$ cat src/rtl/key_pkg.sv
// Shared constants and types for the key conditioner and its per-key channel.
package key_pkg;

    localparam logic KEY_PRESSED = 1'b0;  // raw KEY polarity
    localparam int   DEBOUNCE_W  = 24;
    localparam int   REPEAT_W    = 32;

    typedef enum logic [1:0] {
        RELEASED,
        PRESS_PENDING,
        PRESSED,
        RELEASE_PENDING
    } key_state_t;

endpackage

$ cat src/rtl/key_conditioner_if.sv
// Bundle of the raw KEY inputs and the conditioned level/press/release outputs.
interface key_conditioner_if #(
    parameter int NUM_KEYS = 3
);
    logic [NUM_KEYS-1:0] KEY;
    logic [NUM_KEYS-1:0] KEY_LEVEL;
    logic [NUM_KEYS-1:0] KEY_PRESS;
    logic [NUM_KEYS-1:0] KEY_RELEASE;

    modport master (output KEY, input KEY_LEVEL, input KEY_PRESS, input KEY_RELEASE);
    modport slave  (input KEY, output KEY_LEVEL, output KEY_PRESS, output KEY_RELEASE);
endinterface

$ cat src/rtl/key_debounce_channel.sv
// One key: 2-flop synchroniser, debounce counter/FSM, optional auto-repeat.
// Auto-repeat is built only when KEY_REPEAT_EN is defined.
module key_debounce_channel
    import key_pkg::*;
#(
    parameter int DEBOUNCE_CYCLES = 1000000,
    parameter int REPEAT_DELAY    = 25000000,
    parameter int REPEAT_PERIOD   = 6250000
) (
    input  logic clk_i,
    input  logic rst_ni,
    input  logic key_i,
    output logic level_o,
    output logic press_o,
    output logic release_o
);

    if (DEBOUNCE_CYCLES < 2 || DEBOUNCE_CYCLES >= 2**DEBOUNCE_W ||
        REPEAT_PERIOD < 1 || REPEAT_PERIOD > REPEAT_DELAY) begin : g_bad_cfg
        $error("key_debounce_channel: illegal parameter set");
    end

    logic [1:0]            sync_q;
    key_state_t            state_q, state_d;
    logic [DEBOUNCE_W-1:0] cnt_q, cnt_d;
    logic                  press_q, release_q;
    logic                  acc_press, acc_release, rpt_fire;
    logic                  stable_pressed, sync_pressed;

    assign stable_pressed = (state_q == PRESSED) || (state_q == RELEASE_PENDING);
    assign sync_pressed   = (sync_q[1] == KEY_PRESSED);

    always_comb begin
        state_d     = state_q;
        cnt_d       = cnt_q;
        acc_press   = 1'b0;
        acc_release = 1'b0;
        if (sync_pressed == stable_pressed) begin
            cnt_d   = '0;
            state_d = stable_pressed ? PRESSED : RELEASED;
        end else if (cnt_q == DEBOUNCE_W'(DEBOUNCE_CYCLES - 1)) begin
            cnt_d       = '0;
            state_d     = sync_pressed ? PRESSED : RELEASED;
            acc_press   = sync_pressed;
            acc_release = ~sync_pressed;
        end else begin
            cnt_d   = cnt_q + DEBOUNCE_W'(1);
            state_d = stable_pressed ? RELEASE_PENDING : PRESS_PENDING;
        end
    end

`ifdef KEY_REPEAT_EN
    logic [REPEAT_W-1:0] rpt_q, rpt_d;

    // Reload to DELAY-PERIOD so the same terminal compare spaces later repeats by PERIOD.
    always_comb begin
        rpt_d    = '0;
        rpt_fire = 1'b0;
        if (stable_pressed && !acc_release) begin
            if (rpt_q == REPEAT_W'(REPEAT_DELAY - 1)) begin
                rpt_fire = 1'b1;
                rpt_d    = REPEAT_W'(REPEAT_DELAY - REPEAT_PERIOD);
            end else begin
                rpt_d = rpt_q + REPEAT_W'(1);
            end
        end
    end

    always_ff @(posedge clk_i) begin
        if (!rst_ni) rpt_q <= '0;
        else         rpt_q <= rpt_d;
    end
`else
    assign rpt_fire = 1'b0;
`endif

    always_ff @(posedge clk_i) begin
        if (!rst_ni) begin
            sync_q    <= {2{~KEY_PRESSED}};
            state_q   <= RELEASED;
            cnt_q     <= '0;
            press_q   <= 1'b0;
            release_q <= 1'b0;
        end else begin
            sync_q    <= {sync_q[0], key_i};
            state_q   <= state_d;
            cnt_q     <= cnt_d;
            press_q   <= acc_press | rpt_fire;
            release_q <= acc_release;
        end
    end

    assign level_o   = stable_pressed;
    assign press_o   = press_q;
    assign release_o = release_q;

endmodule

$ cat src/rtl/key_conditioner.sv
// Debounced KEY front end: NUM_KEYS independent channels.
// Optional auto-repeat on KEY_PRESS when KEY_REPEAT_EN is defined.
module key_conditioner
    import key_pkg::*;
#(
    parameter int NUM_KEYS        = 3,
    parameter int DEBOUNCE_CYCLES = 1000000,
    parameter int REPEAT_DELAY    = 25000000,
    parameter int REPEAT_PERIOD   = 6250000
) (
    input  logic           CLOCK_50,
    input  logic           RESET_N,
    key_conditioner_if.slave kif
);

    logic [NUM_KEYS-1:0] level, press, rel;

    for (genvar g = 0; g < NUM_KEYS; g++) begin : g_ch
        key_debounce_channel #(
            .DEBOUNCE_CYCLES (DEBOUNCE_CYCLES),
            .REPEAT_DELAY    (REPEAT_DELAY),
            .REPEAT_PERIOD   (REPEAT_PERIOD)
        ) u_ch (
            .clk_i     (CLOCK_50),
            .rst_ni    (RESET_N),
            .key_i     (kif.KEY[g]),
            .level_o   (level[g]),
            .press_o   (press[g]),
            .release_o (rel[g])
        );
    end

    assign kif.KEY_LEVEL   = level;
    assign kif.KEY_PRESS   = press;
    assign kif.KEY_RELEASE = rel;

endmodule
$ cat src/flat_wrapper.sv
// flat-port wrapper written by rule: the top's interface ports become plain ports
module key_conditioner_flat import key_pkg::*;
#(
    parameter int NUM_KEYS        = 3,
    parameter int DEBOUNCE_CYCLES = 1000000,
    parameter int REPEAT_DELAY    = 25000000,
    parameter int REPEAT_PERIOD   = 6250000
)
  (CLOCK_50, RESET_N, kif_KEY, kif_KEY_LEVEL, kif_KEY_PRESS, kif_KEY_RELEASE);
  key_conditioner_if #(.NUM_KEYS(NUM_KEYS)) kif_i ();
  input  logic CLOCK_50;
  input  logic RESET_N;
  input wire logic [$bits(kif_i.KEY)-1:0] kif_KEY;
  output wire logic [$bits(kif_i.KEY_LEVEL)-1:0] kif_KEY_LEVEL;
  output wire logic [$bits(kif_i.KEY_PRESS)-1:0] kif_KEY_PRESS;
  output wire logic [$bits(kif_i.KEY_RELEASE)-1:0] kif_KEY_RELEASE;
  assign kif_i.KEY = kif_KEY;
  assign kif_KEY_LEVEL = kif_i.KEY_LEVEL;
  assign kif_KEY_PRESS = kif_i.KEY_PRESS;
  assign kif_KEY_RELEASE = kif_i.KEY_RELEASE;
  key_conditioner #(.NUM_KEYS(NUM_KEYS), .DEBOUNCE_CYCLES(DEBOUNCE_CYCLES), .REPEAT_DELAY(REPEAT_DELAY), .REPEAT_PERIOD(REPEAT_PERIOD)) u_core (.CLOCK_50(CLOCK_50), .RESET_N(RESET_N), .kif(kif_i));
endmodule
$ cat config.mk
export PLATFORM = sky130hd
export DESIGN_NAME = key_conditioner_flat
export DESIGN_NICKNAME = d
export VERILOG_FILES = /design/src/rtl/key_pkg.sv /design/src/rtl/key_conditioner_if.sv /design/src/rtl/key_debounce_channel.sv /design/src/rtl/key_conditioner.sv /design/src/flat_wrapper.sv
export SDC_FILE = /design/constraint.sdc
export NUM_CORES = 1
export LEC_CHECK = 0
export CORE_ASPECT_RATIO = 1.75
export CORE_MARGIN = 10
export CORE_UTILIZATION = 51
export CTS_BUF_LIST = sky130_fd_sc_hd__clkbuf_4 sky130_fd_sc_hd__clkbuf_8
export DETAILED_ROUTE_END_ITERATION = 6
export PLACE_DENSITY_LB_ADDON = 0.12
export SYNTH_ARGS = -nofsm -noshare
export SYNTH_HDL_FRONTEND = slang
export SYNTH_SLANG_ARGS = --single-unit
$ cat constraint.sdc
create_clock -name CLOCK_50 -period 1.8 [get_ports CLOCK_50]
set_input_delay 0.36 -clock CLOCK_50 [delete_from_list [all_inputs] [get_ports CLOCK_50]]
set_output_delay 0.36 -clock CLOCK_50 [all_outputs]
set_load 0.03 [all_outputs]
# --- Yosys cells after proc, flatten, opt, wreduce, memory -nomap -nowiden ---
# Index checks and enable logic that the tools add are counted.
totals:
  regBits: 90
  latchBits: 0
  mem_bits_rw: 0
  romBits: 0
  out_inout_bits: 9
  elab_cells: 61
  mem_count: 0
classes:
  n_addsub: 3
  multipliers: 0
  div_mod_pow: 0
  order_cmp: 0
  eq_ne: 12
  n_shift: 0
  mux: 15
  bitwise: 7
  n_reduce_logical: 9
ops:
  columns: ["cell", "n"]
  rows:
  - ["adder 24 x 1 -> 24 bit (second input constant)", 3]
  - ["equality test 24 x 20 -> 1 bit (second input constant)", 3]
  - ["two-way mux 2 bit", 15]
  - ["OR reduction 3 bit", 6]
  - ["equality test 2 bit (second input constant)", 6]
  - ["inverter 1 bit", 7]
  - ["equality test 1 bit", 3]
  - ["logical OR 1 bit", 3]

# --- Logic depth before layout (Yosys ltp) ---
# Gate-level depths: netlist of the first run.
logic_depth:
  ltp_word: 5
  ltp_mapped: 6
  mapped_depth_nobuf: 5

# --- Cells and area by module ---
# From an unflattened synthesis of the first run, not the netlist that was laid out.
hier_totals:
  cells_unflattened: 438
  hier_area_um2: 3843.7
modules_own_cells:
  columns: ["module", "n_inst", "cells_per_inst", "area_each_um2", "seq_area_each_um2"]
  rows:
  - ["key_debounce_channel", 3, 146, 1281.2, 580.6]

# --- Worst setup path before layout of the first run ---
# Ideal clock, no wire load.
synth_path:
  path_kind: "register to register"
  start: "register u_core.g_ch[0].u_ch.cnt_q[0]"
  end: "register u_core.g_ch[0].u_ch.cnt_q[20]"
  setup_time_ps: 71
  arrival_time_ps: 1759
  setup_slack_ps: -29
  stages_incl_launch_ff: 7
  path_buffers: 1
  synth_period_minus_slack_ps: 1829
  cell_sequence: "dfxtp_1 ha_1 nand4_1 or2_1 clkbuf_1 or4_1 a21oi_1"
synth_via:
  elab_chain_len: 2
synth_rtl:
  columns: ["item", "line_no", "source"]
  rows:
  - ["start: declaration", "key_debounce_channel.sv:25", "logic [DEBOUNCE_W-1:0] cnt_q, cnt_d;"]
  - ["start signal: assignment", "key_debounce_channel.sv:87", "cnt_q <= cnt_d;"]
  - ["branches (longest 2 deep; another with adder 24 x 1 -> 24 bit)", null, null]
# Several ways; the timed one is not identified.
# A chain may end at the register's enable or synchronous reset.

# --- Worst setup path in the final report of the first run ---
layout_path:
  start: "register u_core.g_ch[2].u_ch.release_q"
  end: "output kif_KEY_RELEASE[2]"
layout_rtl:
  columns: ["item", "line_no", "source"]
  rows:
  - ["start: declaration", "key_debounce_channel.sv:26", "logic press_q, release_q;"]
  - ["start signal: assignment", "key_debounce_channel.sv:89", "release_q <= acc_release;"]
  - ["end: declaration", "flat_wrapper.sv:16", "output wire logic [$bits(kif_i.KEY_RELEASE)-1:0] kif_KEY_RELEASE;"]
# No word-level cell between the ends.

==> results.txt, run 1 <==
----------------------------------------------------
[Global route]
  Initial antenna violation count ... 0
  Global-route wire length before repair ... 13900 um
  Vias in the first global route ... 3078
  Pin count of the biggest net entering global routing ... 25
  GRT Residual Overflow ... 0
  GRT Total Usage ... 0.144

[Yosys]
  Distinct cell type count after synthesis ... 37
  Share of Yosys cell area claimed by the top area cell type ... 0.449
  Share of synthesized cell area in full adder, half adder and majority cells ... 0.00967
  Xor/xnor cell area share of the yosys netlist ... 0.0880
  Area share of and/or/nand/nor cells after synthesis ... 0.302
  Flip-flop and latch count after synthesis ... 87
  Yosys Warn Count ... 0
  Most instantiated flip-flop cell in the synthesis netlist ... sky130_fd_sc_hd__dfxtp_1
  Cell type contributing the most total cell area after synthesis ... sky130_fd_sc_hd__dfxtp_1
  Fraction of the yosys area taken by sequential cells ... 0.449
  Post-synth EDFFs ... 0
  Total nets after synthesis ... 454
  Mapped Cells ... 446
  Post-synth design cell area ... 3880 um2
  Dominant cells by area after synthesis ... sky130_fd_sc_hd__dfxtp_1 45%, sky130_fd_sc_hd__xor2_1 6.1%, sky130_fd_sc_hd__nor2_1 4.5%, sky130_fd_sc_hd__a21oi_1 4.3%, sky130_fd_sc_hd__nand4_1 4.0%
  Main combinational cell family by area after synthesis ... simple AND/OR/NAND/NOR gates
  Complex-gate fraction of the synthesized area ... 0.102
  Post-synthesis mux area share ... 0
  Synth Area per Inst ... 8.70 um2
  Proportion of synthesized flip-flops having asynchronous set or reset ... 0

[Floorplanning]
  Core ar. ... 7510 um2
  Effective utilization at floorplan ... 0.516
  Die footprint ... 11600 um2
  Height of the chip ... 135 um
  Width of the chip ... 85.9 um
  Number of cell rows ... 42
  I/O pin total ... 14

[Drt]
  Per-cell via count in the routed design ... 5.68
  Drt drc ... 0
  Detailed-router iteration count before antenna repair ... 4
  First DRT Iteration DRCs ... 218
  Total via count in the routed design ... 3211
  Count of nets left with antenna violations after detail routing ... 0
  Final WL ... 8000 um
  Mean routed wirelength per cell ... 14.2 um

[STA]
  Crit path time final ... 1.72 ns
  Number of max-slew violations in the final report ... 0
  Final period utilization ... 0.958
  Endpoints failing setup ... 0
  Worst-margin pin slew ... 0.403 ns
  Sum Neg Setup Slack ... 0 ns
  Post-route setup slack ... 0.0750 ns
  Number of failing hold endpoints at the final stage ... 0
  Maximum clock rate ... 580 MHz
  Smallest hold slack ... 0.415 ns
  Relative slew slack ... 0.729
  Maximum clock skew at final layout ... 0.00870 ns

[Layout]
  Fraction of final layout cells with drive strength greater than 1 ... 0.149
  Area growth syn-to-layout ... 14.8%
  Post-layout instance count excluding filler cells ... 565
  Layout net count ... 480
  Final antenna diode count ... 0

[Critical path]
  Worst-path cell with the longest stage delay ... sky130_fd_sc_hd__clkdlybuf4s50_1
  Worst stage delay on the critical path ... 0.68 ns
  Kind of capture point of the worst setup path ... output pin
  Data arrival time of the worst path ... 1.36 ns
  CP Buf/Inv Count ... 1
  Worst setup SP type ... flip-flop
  Cell Chain, Critical Path ... clkdlybuf4s50_1
  Crit Path Category ... reg -> out
  Kind of cell adding the most delay to the critical path ... buffers and inverters
  Highest fanout seen on the critical path ... 1
  Req. time, crit path ... 1.44 ns

[Place]
  PortBufs ... 13
  Placed Cells ... 547
  Pre-CTS setup slack ... 0.0517 ns
  HPWL after detailed placement ... 5720 um
  Final weighted congestion in routability-driven placement ... 0.799

[CTS]
  Clk slew on worst S/H paths ... 0.08 ns
  H-tree levels ... 3
  TritonCTS clock tree ... yes
  Number of sinks driven by the clock tree ... 87
  Cts bufs inserted ... 9
  Clock insertion delay at the later pin of the skew report ... 0.36 ns
  Cell at the root of the clock tree ... sky130_fd_sc_hd__clkbuf_8
  Clock buffer depth ... 2

[Job]
  Maxcap violations ... 0

[Power and ir drop]
  Leak pwr ... 1.43 nW
  Ratio of total power to cell area ... 737 nW/um2
  Worst vdd rail ir drop ... 0.622 mV

[Hold path]
  Hold WC Path Type ... reg -> reg

[Run status]
  Result of the run ... finished clean

----------------------------------------------------
-- per-layer routing --
metal	GRT usage	part of all wire	vias up	wire, um
met5	0	0	-	0
met1	0.163	0.44	1509	3540
li1	-	-	1649	-
met3	0.0361	0.033	13	263
met4	0.0607	0.016	0	126
met2	0.246	0.51	40	4060
-- path summary, 6_finish.rpt --
kind / start / endpoint / slack [ns] / cells past startpoint
min: u_core.g_ch[0].u_ch.sync_q[0]$_SDFF_PN1_ / u_core.g_ch[0].u_ch.sync_q[1]$_SDFF_PN1_ / 0.41 / 1
min reg2reg: u_core.g_ch[0].u_ch.sync_q[0]$_SDFF_PN1_ / u_core.g_ch[0].u_ch.sync_q[1]$_SDFF_PN1_ / 0.41 / 1
max reg2reg: u_core.g_ch[1].u_ch.cnt_q[6]$_SDFF_PP0_ / u_core.g_ch[1].u_ch.cnt_q[21]$_SDFF_PP0_ / 0.12 / 5
max: u_core.g_ch[2].u_ch.release_o$_SDFF_PP0_ / kif_KEY_RELEASE[2] / 0.08 / 1
-- registers in the layout, summed over array words and instances (netlist names) --
| signal | cells |
|---|---|
| u_core.g_ch.u_ch.state_q | 3 |
| u_core.g_ch.u_ch.press_o | 3 |
| u_core.g_ch.u_ch.sync_q | 6 |
| u_core.g_ch.u_ch.cnt_q | 72 |
| u_core.g_ch.u_ch.release_o | 3 |
-- stage by stage --
stage | util | total power [mW] | cell area [um2]
2_1_floorplan | - | 2.00 | 3880
3_3_place_gp | 0.561 | 2.03 | 4210
3_5_place_dp | 0.561 | 2.03 | 4210
4_1_cts | 0.586 | 3.33 | 4400
5_1_grt | 0.593 | 3.42 | 4450
6_report | 0.593 | 3.28 | 4450
-- final cells by class --
type                    count  area (um2)
well taps                  88         110
clock buffers              12         165
clock inverters             4        28.8
flip-flops and latches     87        1750
multi-input cells         319        1970
repair buffers             47         394
fillers                   668        3060
inverters                   8        30.0
-- cells by family after synthesis --
group	count (synthesis)
adder cells (fa/ha/maj)	3
flip-flops	87
AND/OR/NAND/NOR	208
buffers and inverters	40
XOR/XNOR	39
AO/OA/AOI/OAI	69
-- cell usage in the layout (no fill, tap or decap), types with 2 or more instances in the layout --
cell	n
sky130_fd_sc_hd__nor3_1	3
sky130_fd_sc_hd__dfxtp_1	79
sky130_fd_sc_hd__nor2_1	47
sky130_fd_sc_hd__and3_1	8
sky130_fd_sc_hd__o21bai_1	2
sky130_fd_sc_hd__nor4_1	9
sky130_fd_sc_hd__nand3_1	23
sky130_fd_sc_hd__and2_1	5
sky130_fd_sc_hd__clkbuf_8	12
sky130_fd_sc_hd__or2_4	2
sky130_fd_sc_hd__or4_1	20
sky130_fd_sc_hd__clkinvlp_4	2
sky130_fd_sc_hd__nor4b_1	4
sky130_fd_sc_hd__nor4b_2	2
sky130_fd_sc_hd__or3_1	12
sky130_fd_sc_hd__xor2_1	27
sky130_fd_sc_hd__xnor2_1	12
sky130_fd_sc_hd__o21ai_0	15
sky130_fd_sc_hd__and4_1	5
sky130_fd_sc_hd__inv_1	8
sky130_fd_sc_hd__nand2b_1	6
sky130_fd_sc_hd__clkdlybuf4s50_1	10
sky130_fd_sc_hd__and4_2	3
sky130_fd_sc_hd__a21oi_1	33
sky130_fd_sc_hd__nand2_1	27
sky130_fd_sc_hd__nand4_1	25
sky130_fd_sc_hd__o31ai_1	18
sky130_fd_sc_hd__dfxtp_2	8
sky130_fd_sc_hd__dlygate4sd2_1	3
sky130_fd_sc_hd__ha_1	2
sky130_fd_sc_hd__buf_4	33
-- timing repair --
| item | 4_1_cts | 5_1_grt |
|---|---|---|
| setup endpoints to repair | 3 | 29 |
| hold buffers | 0 | 0 |
| pin swaps | 0 | 3 |
| setup buffers | 0 | 2 |
| resized for setup | 3 | 15 |
-- Yosys cell counts (all sizes together) (10+ instances only) --
cell type	n
dfxtp	87
nor2	47
a21oi	33
nand2	27
xor2	27
nand4	26
nand3	23
or4	20
clkbuf	19
o31ai	18
o21ai	16
or3	14
buf	13
xnor2	12
nor4	10
-- where the power goes --
part	total [mW]	switching, mW	internal, mW
clock network	1.30	0.687	0.614
logic	0.0478	0.0246	0.0233
registers	1.94	0.00518	1.93
Note: power is estimated with default switching activity, not from simulation.
==> run 2, diff against run 1 <==
--- a/config.mk
+++ b/config.mk
@@ -11,6 +11,7 @@
 export CTS_BUF_LIST = sky130_fd_sc_hd__clkbuf_4 sky130_fd_sc_hd__clkbuf_8
 export DETAILED_ROUTE_END_ITERATION = 6
 export PLACE_DENSITY_LB_ADDON = 0.12
+export SLEW_MARGIN = 25
 export SYNTH_ARGS = -nofsm -noshare
 export SYNTH_HDL_FRONTEND = slang
 export SYNTH_SLANG_ARGS = --single-unit
==> results of run 2 <==
The final DEF is identical to that of run 1; final timing and power are the same.
